==> src/rtl/segment_pkg.sv <==
// Shared types, default widths and helpers for the SEGMENTATION group.
package segment_pkg;

  typedef enum logic [1:0] {
    EMPTY = 2'd0,
    ONE   = 2'd1,
    FULL  = 2'd2
  } if_id_state_e;

  localparam int DEF_PC_W     = 21;
  localparam int DEF_INSTR_W  = 21;
  localparam int DEF_OPC_W    = 5;
  localparam int DEF_FIELD_W  = 4;
  localparam int DEF_N_FIELDS = 4;
  localparam int DEF_CNT_W    = 16;

  // Extract operand field k of width fw; field 0 sits in the instruction LSBs.
  // The instruction is zero-extended to 64 bits so one helper serves every width.
  function automatic logic [63:0] slice_field(input logic [63:0] instr,
                                              input int          k,
                                              input int          fw);
    logic [63:0] mask;
    mask = (64'd1 << fw) - 64'd1;
    return (instr >> (k * fw)) & mask;
  endfunction

endpackage

==> src/rtl/if_id_entry.sv <==
// One IF/ID storage entry: a PC plus instruction register with load enable.
module if_id_entry
  import segment_pkg::*;
#(
  parameter int PC_W    = DEF_PC_W,
  parameter int INSTR_W = DEF_INSTR_W
) (
  input  logic               clk,
  input  logic               rst,
  input  logic               load_i,
  input  logic [PC_W-1:0]    pc_i,
  input  logic [INSTR_W-1:0] instr_i,
  output logic [PC_W-1:0]    pc_o,
  output logic [INSTR_W-1:0] instr_o
);

  logic [PC_W-1:0]    pc_q;
  logic [INSTR_W-1:0] instr_q;

  // Capture a beat on load; reset clears so no stale data is ever visible after reset.
  always_ff @(posedge clk) begin
    if (rst) begin
      pc_q    <= '0;
      instr_q <= '0;
    end else if (load_i) begin
      pc_q    <= pc_i;
      instr_q <= instr_i;
    end
  end

  assign pc_o    = pc_q;
  assign instr_o = instr_q;

endmodule

==> src/rtl/segment_if_id_pipe.sv <==
// IF/ID pipeline stage: main entry plus one-entry skid buffer, field slicing,
// flush support and a saturating stall counter.
module segment_if_id_pipe
  import segment_pkg::*;
#(
  parameter int PC_W     = DEF_PC_W,
  parameter int INSTR_W  = DEF_INSTR_W,
  parameter int OPC_W    = DEF_OPC_W,
  parameter int FIELD_W  = DEF_FIELD_W,
  parameter int N_FIELDS = DEF_N_FIELDS,
  parameter int CNT_W    = DEF_CNT_W
) (
  input  logic                        clk,
  input  logic                        rst,
  input  logic                        in_valid,
  output logic                        in_ready,
  input  logic [PC_W-1:0]             pc_out,
  input  logic [INSTR_W-1:0]          instruction,
  input  logic                        flush,
  output logic                        out_valid,
  input  logic                        out_ready,
  output logic [PC_W-1:0]             pc,
  output logic [OPC_W-1:0]            opcode,
  output logic [N_FIELDS*FIELD_W-1:0] fields,
  output logic [1:0]                  occupancy,
  output logic [CNT_W-1:0]            stall_cnt
);

  if (OPC_W + N_FIELDS * FIELD_W != INSTR_W) begin : g_width_check
    $error("segment_if_id_pipe: OPC_W + N_FIELDS*FIELD_W must equal INSTR_W");
  end

  if_id_state_e       state_q, state_d;
  logic               in_ready_q;
  logic [CNT_W-1:0]   stall_cnt_q, stall_cnt_d;

  logic               accept, take;
  logic               main_load, main_from_skid, skid_load;

  logic [PC_W-1:0]    main_pc, skid_pc, main_pc_in;
  logic [INSTR_W-1:0] main_instr, skid_instr, main_instr_in;

  assign accept = in_valid && in_ready_q;
  assign take   = out_valid && out_ready;

  // Next-state and entry-load control; flush empties the stage and drops any accepted beat.
  always_comb begin
    state_d        = state_q;
    main_load      = 1'b0;
    main_from_skid = 1'b0;
    skid_load      = 1'b0;
    if (flush) begin
      state_d = EMPTY;
    end else begin
      unique case (state_q)
        EMPTY: begin
          if (accept) begin
            state_d   = ONE;
            main_load = 1'b1;
          end
        end
        ONE: begin
          if (accept && take) begin
            main_load = 1'b1;
          end else if (accept) begin
            state_d   = FULL;
            skid_load = 1'b1;
          end else if (take) begin
            state_d = EMPTY;
          end
        end
        FULL: begin
          if (take) begin
            state_d        = ONE;
            main_load      = 1'b1;
            main_from_skid = 1'b1;
          end
        end
        default: state_d = EMPTY;
      endcase
    end
  end

  // State register; in_ready is registered from the next state so fetch never sees out_ready.
  always_ff @(posedge clk) begin
    if (rst) begin
      state_q    <= EMPTY;
      in_ready_q <= 1'b1;
    end else begin
      state_q    <= state_d;
      in_ready_q <= (state_d != FULL);
    end
  end

  assign main_pc_in    = main_from_skid ? skid_pc    : pc_out;
  assign main_instr_in = main_from_skid ? skid_instr : instruction;

  if_id_entry #(.PC_W(PC_W), .INSTR_W(INSTR_W)) u_main (
    .clk     (clk),
    .rst     (rst),
    .load_i  (main_load),
    .pc_i    (main_pc_in),
    .instr_i (main_instr_in),
    .pc_o    (main_pc),
    .instr_o (main_instr)
  );

  if_id_entry #(.PC_W(PC_W), .INSTR_W(INSTR_W)) u_skid (
    .clk     (clk),
    .rst     (rst),
    .load_i  (skid_load),
    .pc_i    (pc_out),
    .instr_i (instruction),
    .pc_o    (skid_pc),
    .instr_o (skid_instr)
  );

  // Stall counter next value: counts unserved valid cycles, saturating, ignored during flush.
  always_comb begin
    stall_cnt_d = stall_cnt_q;
    if (out_valid && !out_ready && !flush && (stall_cnt_q != {CNT_W{1'b1}})) begin
      stall_cnt_d = stall_cnt_q + 1'b1;
    end
  end

  // Stall counter register; only reset clears it.
  always_ff @(posedge clk) begin
    if (rst) begin
      stall_cnt_q <= '0;
    end else begin
      stall_cnt_q <= stall_cnt_d;
    end
  end

  // Occupancy and valid decode straight from the state.
  always_comb begin
    occupancy = 2'd0;
    out_valid = 1'b0;
    unique case (state_q)
      EMPTY:   begin occupancy = 2'd0; out_valid = 1'b0; end
      ONE:     begin occupancy = 2'd1; out_valid = 1'b1; end
      FULL:    begin occupancy = 2'd2; out_valid = 1'b1; end
      default: begin occupancy = 2'd0; out_valid = 1'b0; end
    endcase
  end

  assign in_ready  = in_ready_q;
  assign pc        = main_pc;
  assign opcode    = main_instr[INSTR_W-1 -: OPC_W];
  assign stall_cnt = stall_cnt_q;

  for (genvar k = 0; k < N_FIELDS; k++) begin : g_fields
    assign fields[k*FIELD_W +: FIELD_W] = FIELD_W'(slice_field(64'(main_instr), k, FIELD_W));
  end

endmodule

==> config.mk <==
export PLATFORM = sky130hd
export DESIGN_NAME = segment_if_id_pipe
export DESIGN_NICKNAME = d
export VERILOG_FILES = /design/src/rtl/segment_pkg.sv /design/src/rtl/if_id_entry.sv /design/src/rtl/segment_if_id_pipe.sv
export SDC_FILE = /design/constraint.sdc
export NUM_CORES = 1
export LEC_CHECK = 0
export ABC_AREA = 1
export CORE_ASPECT_RATIO = 0.5
export CORE_UTILIZATION = 30
export DETAILED_ROUTE_END_ITERATION = 6
export REMOVE_ABC_BUFFERS = 1
export SETUP_SLACK_MARGIN = 0.1
export SYNTH_ARGS = -nofsm -noshare
export SYNTH_HDL_FRONTEND = slang
export SYNTH_SLANG_ARGS = --single-unit
==> constraint.sdc <==
create_clock -name clk -period 1.5 [get_ports clk]
set_input_delay 0.225 -clock clk [delete_from_list [all_inputs] [get_ports clk]]
set_output_delay 0.225 -clock clk [all_outputs]
set_load 0.01 [all_outputs]
Yosys cells after proc, flatten, opt, wreduce, memory -nomap -nowiden. Cells that the tools add are included.

Register bits after elaboration: 103. Output and inout port bits: 62. Latch bits: 0. Logic and storage cells: 43. RAM bits: 0. Memories: 0. Bits of input ports: 47. ROM bits: 0.

Equality and inequality tests: 4. Bitwise gates (word level): 0. $lt $le $gt $ge: 0. Shifts and indexed selects: 0. Add/sub/neg operators: 1. Multiplexer cells: 21. Div/mod/pow operators: 0. Reduce and logical (&&, ||, !) cells: 10. $mul: 0.

Operators with widths (number): $mux W21 (2); $add A16 B1 Y16 const B (1); $ne A16 B16 Y1 const B (1); $mux W2 (6); $mux W1 (10); $logic_and A1 B1 Y1 (6); $pmux W2 S3 (1); $pmux W2 S2 (1); $pmux W1 S3 (1); $eq A2 B1 Y1 const B (1); $eq A2 B2 Y1 const B (1); $logic_not A1 Y1 (2); $logic_not A2 Y1 (1); $ne A2 B2 Y1 const B (1); $reduce_or A2 Y1 (1).

Longest topological paths before layout.
Depth after elaboration: 10. Depth in mapped cells: 10. Mapped depth without buffers: 10.

Hierarchy. Synthesis repeated with hierarchy kept, for this count alone.

Cell total of the unflattened synthesis: 771. Area, all modules: 5161.2 µm².

By module, submodules not included: if_id_entry (cells each 266, sequential area each 840.8 µm², area each 1702.9 µm², times used 2); segment_if_id_pipe (cells each 239, sequential area each 380.4 µm², area each 1755.4 µm², times used 1).

Least setup slack after synthesis. Ideal clock, no wire load.

Kind: flip-flop to flip-flop. From: reg state_q[0]. To: reg u_main.instr_q[5], in the netlist u_main.instr_o[5]. Stages on the path, launching flop included: 11. Clock period less this slack: 1680 ps. Data arrival time: 1612 ps. Slack: -180 ps. Required time: 1432 ps. Setup time: 68 ps. Buffers on the path: 1. Cell sequence: dfxtp_1 inv_1 ha_1 nand2_2 nor2_2 o21ai_2 nand2_4 nand2_4 buf_6 nand2_1 a21oi_2.

Longest elaborated chain between the ends: 8. Elaborated cells between the ends (all ways): 14. Classes of those cells: eq/ne (2); mux (8); reduce/logical (4).

RTL lines: start: declaration (RTL line segment_if_id_pipe.sv:33) `if_id_state_e state_q, state_d;`; start signal: assignment (RTL line segment_if_id_pipe.sv:90) `state_q <= state_d;`; $eq A2 B2 Y1 or $eq A2 B1 Y1 (tied branches) (RTL line segment_if_id_pipe.sv:139) `unique case (state_q)`; $reduce_or A2 Y1 (no line) *; $mux W1 * (RTL line segment_if_id_pipe.sv:139); via out_valid (RTL line segment_if_id_pipe.sv:20) `output logic out_valid,`; $logic_and A1 B1 Y1 * (RTL line segment_if_id_pipe.sv:44) `assign take = out_valid && out_ready;`; $logic_and A1 B1 Y1 or $mux W1 (tied branches) (RTL line segment_if_id_pipe.sv:63, segment_if_id_pipe.sv:73); $mux W1, on equally long branches (RTL line segment_if_id_pipe.sv:63, segment_if_id_pipe.sv:55); $pmux W1 S3 or $mux W1 (tied branches) (RTL line segment_if_id_pipe.sv:55, segment_if_id_pipe.sv:52); $mux W1 or $mux W21 (tied branches) (RTL line segment_if_id_pipe.sv:52, segment_if_id_pipe.sv:96); end signal: assignment (RTL line if_id_entry.sv:27) `instr_q <= instr_i;`; end: declaration (RTL line if_id_entry.sv:18) `logic [INSTR_W-1:0] instr_q;`.

The timed path passes the listed nets; every way through them passes the cells marked *. A chain may end at the register's enable or synchronous reset.

Final worst setup path.
From: reg state_q[0]. To: reg u_main.pc_q[15], in the netlist u_main.pc_o[15].

Longest elaborated chain between the ends: 8. Elaborated cells between the ends (all ways): 14. Classes of those cells: eq/ne (2); mux (8); reduce/logical (4).

RTL lines: $eq A2 B2 Y1 or $eq A2 B1 Y1 (tied branches) (RTL line segment_if_id_pipe.sv:55, segment_if_id_pipe.sv:139); $reduce_or A2 Y1 (no line); $mux W1 (RTL line segment_if_id_pipe.sv:139); $logic_and A1 B1 Y1 (RTL line segment_if_id_pipe.sv:44); $logic_and A1 B1 Y1 or $mux W1 (tied branches) (RTL line segment_if_id_pipe.sv:63, segment_if_id_pipe.sv:73); $mux W1, on equally long branches (RTL line segment_if_id_pipe.sv:63, segment_if_id_pipe.sv:55); $pmux W1 S3 or $mux W1 (tied branches) (RTL line segment_if_id_pipe.sv:55, segment_if_id_pipe.sv:52); $mux W1 or $mux W21 (tied branches) (RTL line segment_if_id_pipe.sv:52, segment_if_id_pipe.sv:95); end signal: assignment (RTL line if_id_entry.sv:26) `pc_q <= pc_i;`; end: declaration (RTL line if_id_entry.sv:17) `logic [PC_W-1:0] pc_q;`.

Parallel ways exist; a longest one is shown, timed or not.

==> impl_metrics.prom <==
# TYPE chip_impl_metric gauge
chip_impl_metric{name="synth.cell_area",unit="um2"} 4750
chip_impl_metric{name="grt_pass1_wl",unit="mm"} 24.9
chip_impl_metric{name="fp.dieH",unit="um"} 90.9
chip_impl_metric{name="overflow",unit=""} 0
chip_impl_metric{name="numClockSinks",unit=""} 103
chip_impl_metric{name="fraction_of_synthesized_area_in_multiplexers",unit="%"} 0
chip_impl_metric{name="instances_no_fill",unit=""} 1016
chip_impl_metric{name="area_growth",unit="%"} 67.0
chip_impl_metric{name="min_period",unit="ns"} 1.65
chip_impl_metric{name="ant_nets",unit=""} 0
chip_impl_metric{name="synthesis.instances",unit=""} 651
chip_impl_metric{name="core_area",unit="um2"} 15400
chip_impl_metric{name="io_buffers",unit=""} 108
chip_impl_metric{name="combinationalPowerShare",unit="%"} 16.7
chip_impl_metric{name="synth.top_cell.area_share",unit="%"} 43.4
chip_impl_metric{name="timing.critical_path.fanout_max",unit=""} 24
chip_impl_info{name="synth_area_leader_cell",value="sky130_fd_sc_hd__dfxtp_1"} 1
chip_impl_info{name="critical_path.slowest_cell",value="sky130_fd_sc_hd__dfxtp_2"} 1
chip_impl_metric{name="power",unit="mW"} 6.16
chip_impl_metric{name="max_freq",unit="MHz"} 607
chip_impl_metric{name="dieArea",unit="um2"} 16400
chip_impl_metric{name="leakage",unit="nW"} 3.21
chip_impl_metric{name="synth-edff-count",unit=""} 0
chip_impl_metric{name="synth.avg_cell_area",unit="um2"} 7.29
chip_impl_metric{name="cp_slowest_stage_delay",unit="ns"} 0.33
chip_impl_info{name="path_delay_family",value="buffers and inverters"} 1
chip_impl_info{name="final_common_cell",value="sky130_fd_sc_hd__nand2_1"} 1
chip_impl_info{name="min_path_type",value="in -> reg"} 1
chip_impl_info{name="synth_flop_cell",value="sky130_fd_sc_hd__dfxtp_1"} 1
chip_impl_metric{name="cp.arrival",unit="ns"} 1.91
chip_impl_info{name="timing.critical_path.mode_cell",value="sky130_fd_sc_hd__buf_12"} 1
chip_impl_metric{name="drt-total-wl",unit="mm"} 16.4
chip_impl_metric{name="num-nets-final",unit=""} 860
chip_impl_metric{name="reg_clk_slew_reported_paths",unit="ns"} 0.07
chip_impl_metric{name="hold_buffers",unit=""} 0
chip_impl_metric{name="synthesized_area_fraction_occupied_by_ao_oa_aoi_and_oai_cells",unit="%"} 20.6
chip_impl_info{name="timing.critical_path.cells",value="inv_2 -> buf_6 -> ha_4 -> nand3_4 -> buf_12 -> buf_12 -> o21ai_0 -> nand3_1 -> a21oi_1"} 1
chip_impl_metric{name="switchingPower",unit="mW"} 1.66
chip_impl_metric{name="asyncSetResetFlopFracSynth",unit="%"} 0
chip_impl_metric{name="synth-adder-area-share",unit="%"} 1.58
chip_impl_info{name="rsz0062_at_grt",value="true"} 1
chip_impl_info{name="cts_tree",value="yes"} 1
chip_impl_info{name="violations",value="DRC, setup timing"} 1
chip_impl_metric{name="clkLatencyLatePin",unit="ns"} 0.34
chip_impl_metric{name="boundaryPins",unit=""} 109
chip_impl_info{name="worst_setup_path_start_kind",value="flip-flop"} 1
chip_impl_info{name="clock_tree.root_cell",value="sky130_fd_sc_hd__clkbuf_16"} 1
chip_impl_metric{name="synth-xor-area-share",unit="%"} 1.29
chip_impl_info{name="layout.cells.most_common_list",value="117 x sky130_fd_sc_hd__nand2_1, 98 x sky130_fd_sc_hd__dfxtp_1, 59 x sky130_fd_sc_hd__dlygate4sd2_1"} 1
chip_impl_metric{name="synth_cell_types",unit=""} 30
chip_impl_metric{name="cts-htree-levels",unit=""} 3
chip_impl_metric{name="number_of_antenna_violations_at_the_first_check_in_global_routing",unit=""} 0
chip_impl_metric{name="post-route-period-util",unit="%"} 110
chip_impl_metric{name="maximum_number_of_pins_on_one_net_before_global_route_repair",unit=""} 55
chip_impl_metric{name="layout.cell_area.non_filler",unit="um2"} 7920
chip_impl_metric{name="tightestPinTransition",unit="ns"} 0.717
chip_impl_metric{name="finalHoldViolations",unit=""} 0
chip_impl_metric{name="timing.critical_path.required",unit="ns"} 1.76
chip_impl_metric{name="gpl.final_weighted_congestion",unit=""} 0.816
chip_impl_metric{name="routed_wire_length_per_instance",unit="um"} 16.1
chip_impl_metric{name="drt_first_pass_iters",unit=""} 7
chip_impl_metric{name="final_util",unit="%"} 51.4
chip_impl_metric{name="worst_slew_margin",unit="%"} 52.2
chip_impl_metric{name="seq_area_frac_synth",unit="%"} 43.4
chip_impl_info{name="combinational_family_with_the_most_area_after_synthesis",value="simple AND/OR/NAND/NOR gates"} 1
chip_impl_metric{name="routed_via_density",unit=""} 4.97
chip_impl_info{name="outcome",value="finished, violations left"} 1
chip_impl_metric{name="die_width",unit="um"} 180
chip_impl_metric{name="setup_violations",unit=""} 92
chip_impl_metric{name="worst-path-buf-inv",unit=""} 4
chip_impl_metric{name="std_cell_rows",unit=""} 32
chip_impl_metric{name="first_iter_violations",unit=""} 447
chip_impl_metric{name="final_layout_size_suffix_gt1_share",unit="%"} 30.4
chip_impl_metric{name="via_count",unit=""} 5048
chip_impl_metric{name="post-dp-hpwl",unit="mm"} 8.67
chip_impl_info{name="crit_path_end_kind",value="flip-flop"} 1
chip_impl_metric{name="ys_warn_count",unit=""} 0
chip_impl_metric{name="numCtsBuffers",unit=""} 9
chip_impl_metric{name="drv_slew",unit=""} 0
chip_impl_metric{name="timing.final.ws_setup",unit="ns"} -0.148
chip_impl_metric{name="ir_drop",unit="uV"} 551
chip_impl_metric{name="pwr-share-clk",unit="%"} 36.8
chip_impl_metric{name="intPower",unit="mW"} 4.50
chip_impl_metric{name="post_synth_and_or_nand_nor_area_fraction",unit="%"} 21.8
chip_impl_metric{name="initial_utilization",unit="%"} 30.8
chip_impl_metric{name="cap_viol_max_count",unit=""} 0
chip_impl_metric{name="place_area",unit="um2"} 6310
chip_impl_metric{name="antenna_cells",unit=""} 0
chip_impl_metric{name="grtUsageTotal",unit="%"} 19.0
chip_impl_metric{name="power.switching_fraction",unit="%"} 27.0
chip_impl_info{name="worstSetupPathType",value="reg -> reg"} 1
chip_impl_metric{name="numPlacedInstances",unit=""} 969
chip_impl_metric{name="ys_seq_elements",unit=""} 103
chip_impl_metric{name="power.density_cell_area",unit="nW/um2"} 778
chip_impl_metric{name="first_global_vias",unit=""} 4835
chip_impl_info{name="post_synth_main_area_contributors",value="sky130_fd_sc_hd__dfxtp_1 43%, sky130_fd_sc_hd__nand2_1 11%, sky130_fd_sc_hd__a21oi_1 9.8%, sky130_fd_sc_hd__o21ai_0 8.1%, sky130_fd_sc_hd__nand3_1 6.2%"} 1
chip_impl_metric{name="sequential_cell_fraction_of_total_power",unit="%"} 46.5
chip_impl_metric{name="final.setup_skew",unit="ns"} 0.00615
chip_impl_metric{name="detail_route.drc_violations",unit=""} 2
chip_impl_metric{name="cts_buffer_depth",unit=""} 2
==> worst paths after layout <==
path,startpoint,endpoint,slack (ns),cells after the start
worst max-delay path,state_q[0],u_main.pc_o[15],-0.15,9
worst min-delay path,rst,u_skid.pc_o[14],0.35,4
worst max register to register,state_q[0],u_main.pc_o[15],-0.15,9
worst min register to register,u_main.pc_o[4],u_main.pc_o[4],0.46,2
==> registers in the layout (all words and copies together) (netlist names) <==
signal	cells
stall_cnt	16
u_skid.instr_o	21
u_main.instr_o	21
in_ready	1
state_q	2
u_main.pc_o	21
u_skid.pc_o	21
==> area by class of cell <==
| class | count | area, um2 |
|---|---|---|
| Clock buffer | 11 | 243 |
| Clock inverter | 5 | 38.8 |
| Fill cell | 1398 | 7490 |
| Inverter | 61 | 236 |
| Multi-Input combinational cell | 443 | 2830 |
| Sequential cell | 103 | 2070 |
| Tap cell | 204 | 255 |
| Timing Repair Buffer | 189 | 2250 |
==> worst min-delay path: stages <==
cell                      delay (ns)
sky130_fd_sc_hd__buf_2          0.09
sky130_fd_sc_hd__inv_2          0.17
sky130_fd_sc_hd__o21ai_4        0.11
sky130_fd_sc_hd__a21oi_2        0.04
==> per-stage QoR <==
stage	TNS [ns]	hold WS (ns)	setup slack, ns
floorplan	-74.28	0.287	-1.04
global placement	-16.02	0.432	-0.222
detailed placement	-17.12	0.436	-0.233
CTS	-4.22	0.317	-0.120
global route	-13.08	0.359	-0.217
finish	-5.62	0.351	-0.148
==> synth_stat cells, types with 2 or more instances <==
library cell,count
sky130_fd_sc_hd__nand2_1,138
sky130_fd_sc_hd__a21oi_1,93
sky130_fd_sc_hd__ha_1,6
sky130_fd_sc_hd__o21ai_1,14
sky130_fd_sc_hd__buf_6,11
sky130_fd_sc_hd__nand2_2,3
sky130_fd_sc_hd__o21ai_0,77
sky130_fd_sc_hd__nor2_1,25
sky130_fd_sc_hd__nand3_1,59
sky130_fd_sc_hd__clkbuf_1,14
sky130_fd_sc_hd__a21oi_2,4
sky130_fd_sc_hd__dfxtp_1,103
sky130_fd_sc_hd__nand4_1,3
sky130_fd_sc_hd__nor2_2,3
sky130_fd_sc_hd__xor2_1,2
sky130_fd_sc_hd__nor3_1,2
sky130_fd_sc_hd__xnor2_1,5
sky130_fd_sc_hd__nand3_2,2
sky130_fd_sc_hd__o21ai_2,2
sky130_fd_sc_hd__buf_2,9
sky130_fd_sc_hd__clkbuf_8,2
sky130_fd_sc_hd__buf_4,5
sky130_fd_sc_hd__nand2_4,2
sky130_fd_sc_hd__inv_1,59
sky130_fd_sc_hd__clkbuf_2,2
sky130_fd_sc_hd__inv_2,2
==> timing repair <==
item,CTS,global route
resized for setup,263,73
pin swaps,55,21
buffers inserted,11,3
setup endpoints to repair,165,106
gates cloned,14,7
==> cell families after synthesis <==
family          after synthesis
simple gates                239
compound gates              191
buf+inv                     105
flops                       103
xor+xnor                      7
fa+ha+maj                     6
==> power by group through the flow <==
stage,clock [mW],combinational (mW),sequential [mW]
3_5_place_dp,0,0.794,2.93
4_1_cts,2.32,0.912,2.86
5_1_grt,2.42,1.10,2.87
3_3_place_gp,0,0.782,2.93
6_report,2.26,1.03,2.87
2_1_floorplan,0,0.279,2.95
==> routing by layer <==
layer,wire (um),vias up,track usage [%]
li1,-,2462,-
met2,8160,124,32.8
met3,581,22,3.49
met4,213,0,4.45
met5,0,-,0
met1,7420,2440,24.7
No activity file was read; power rests on OpenSTA's default activity.
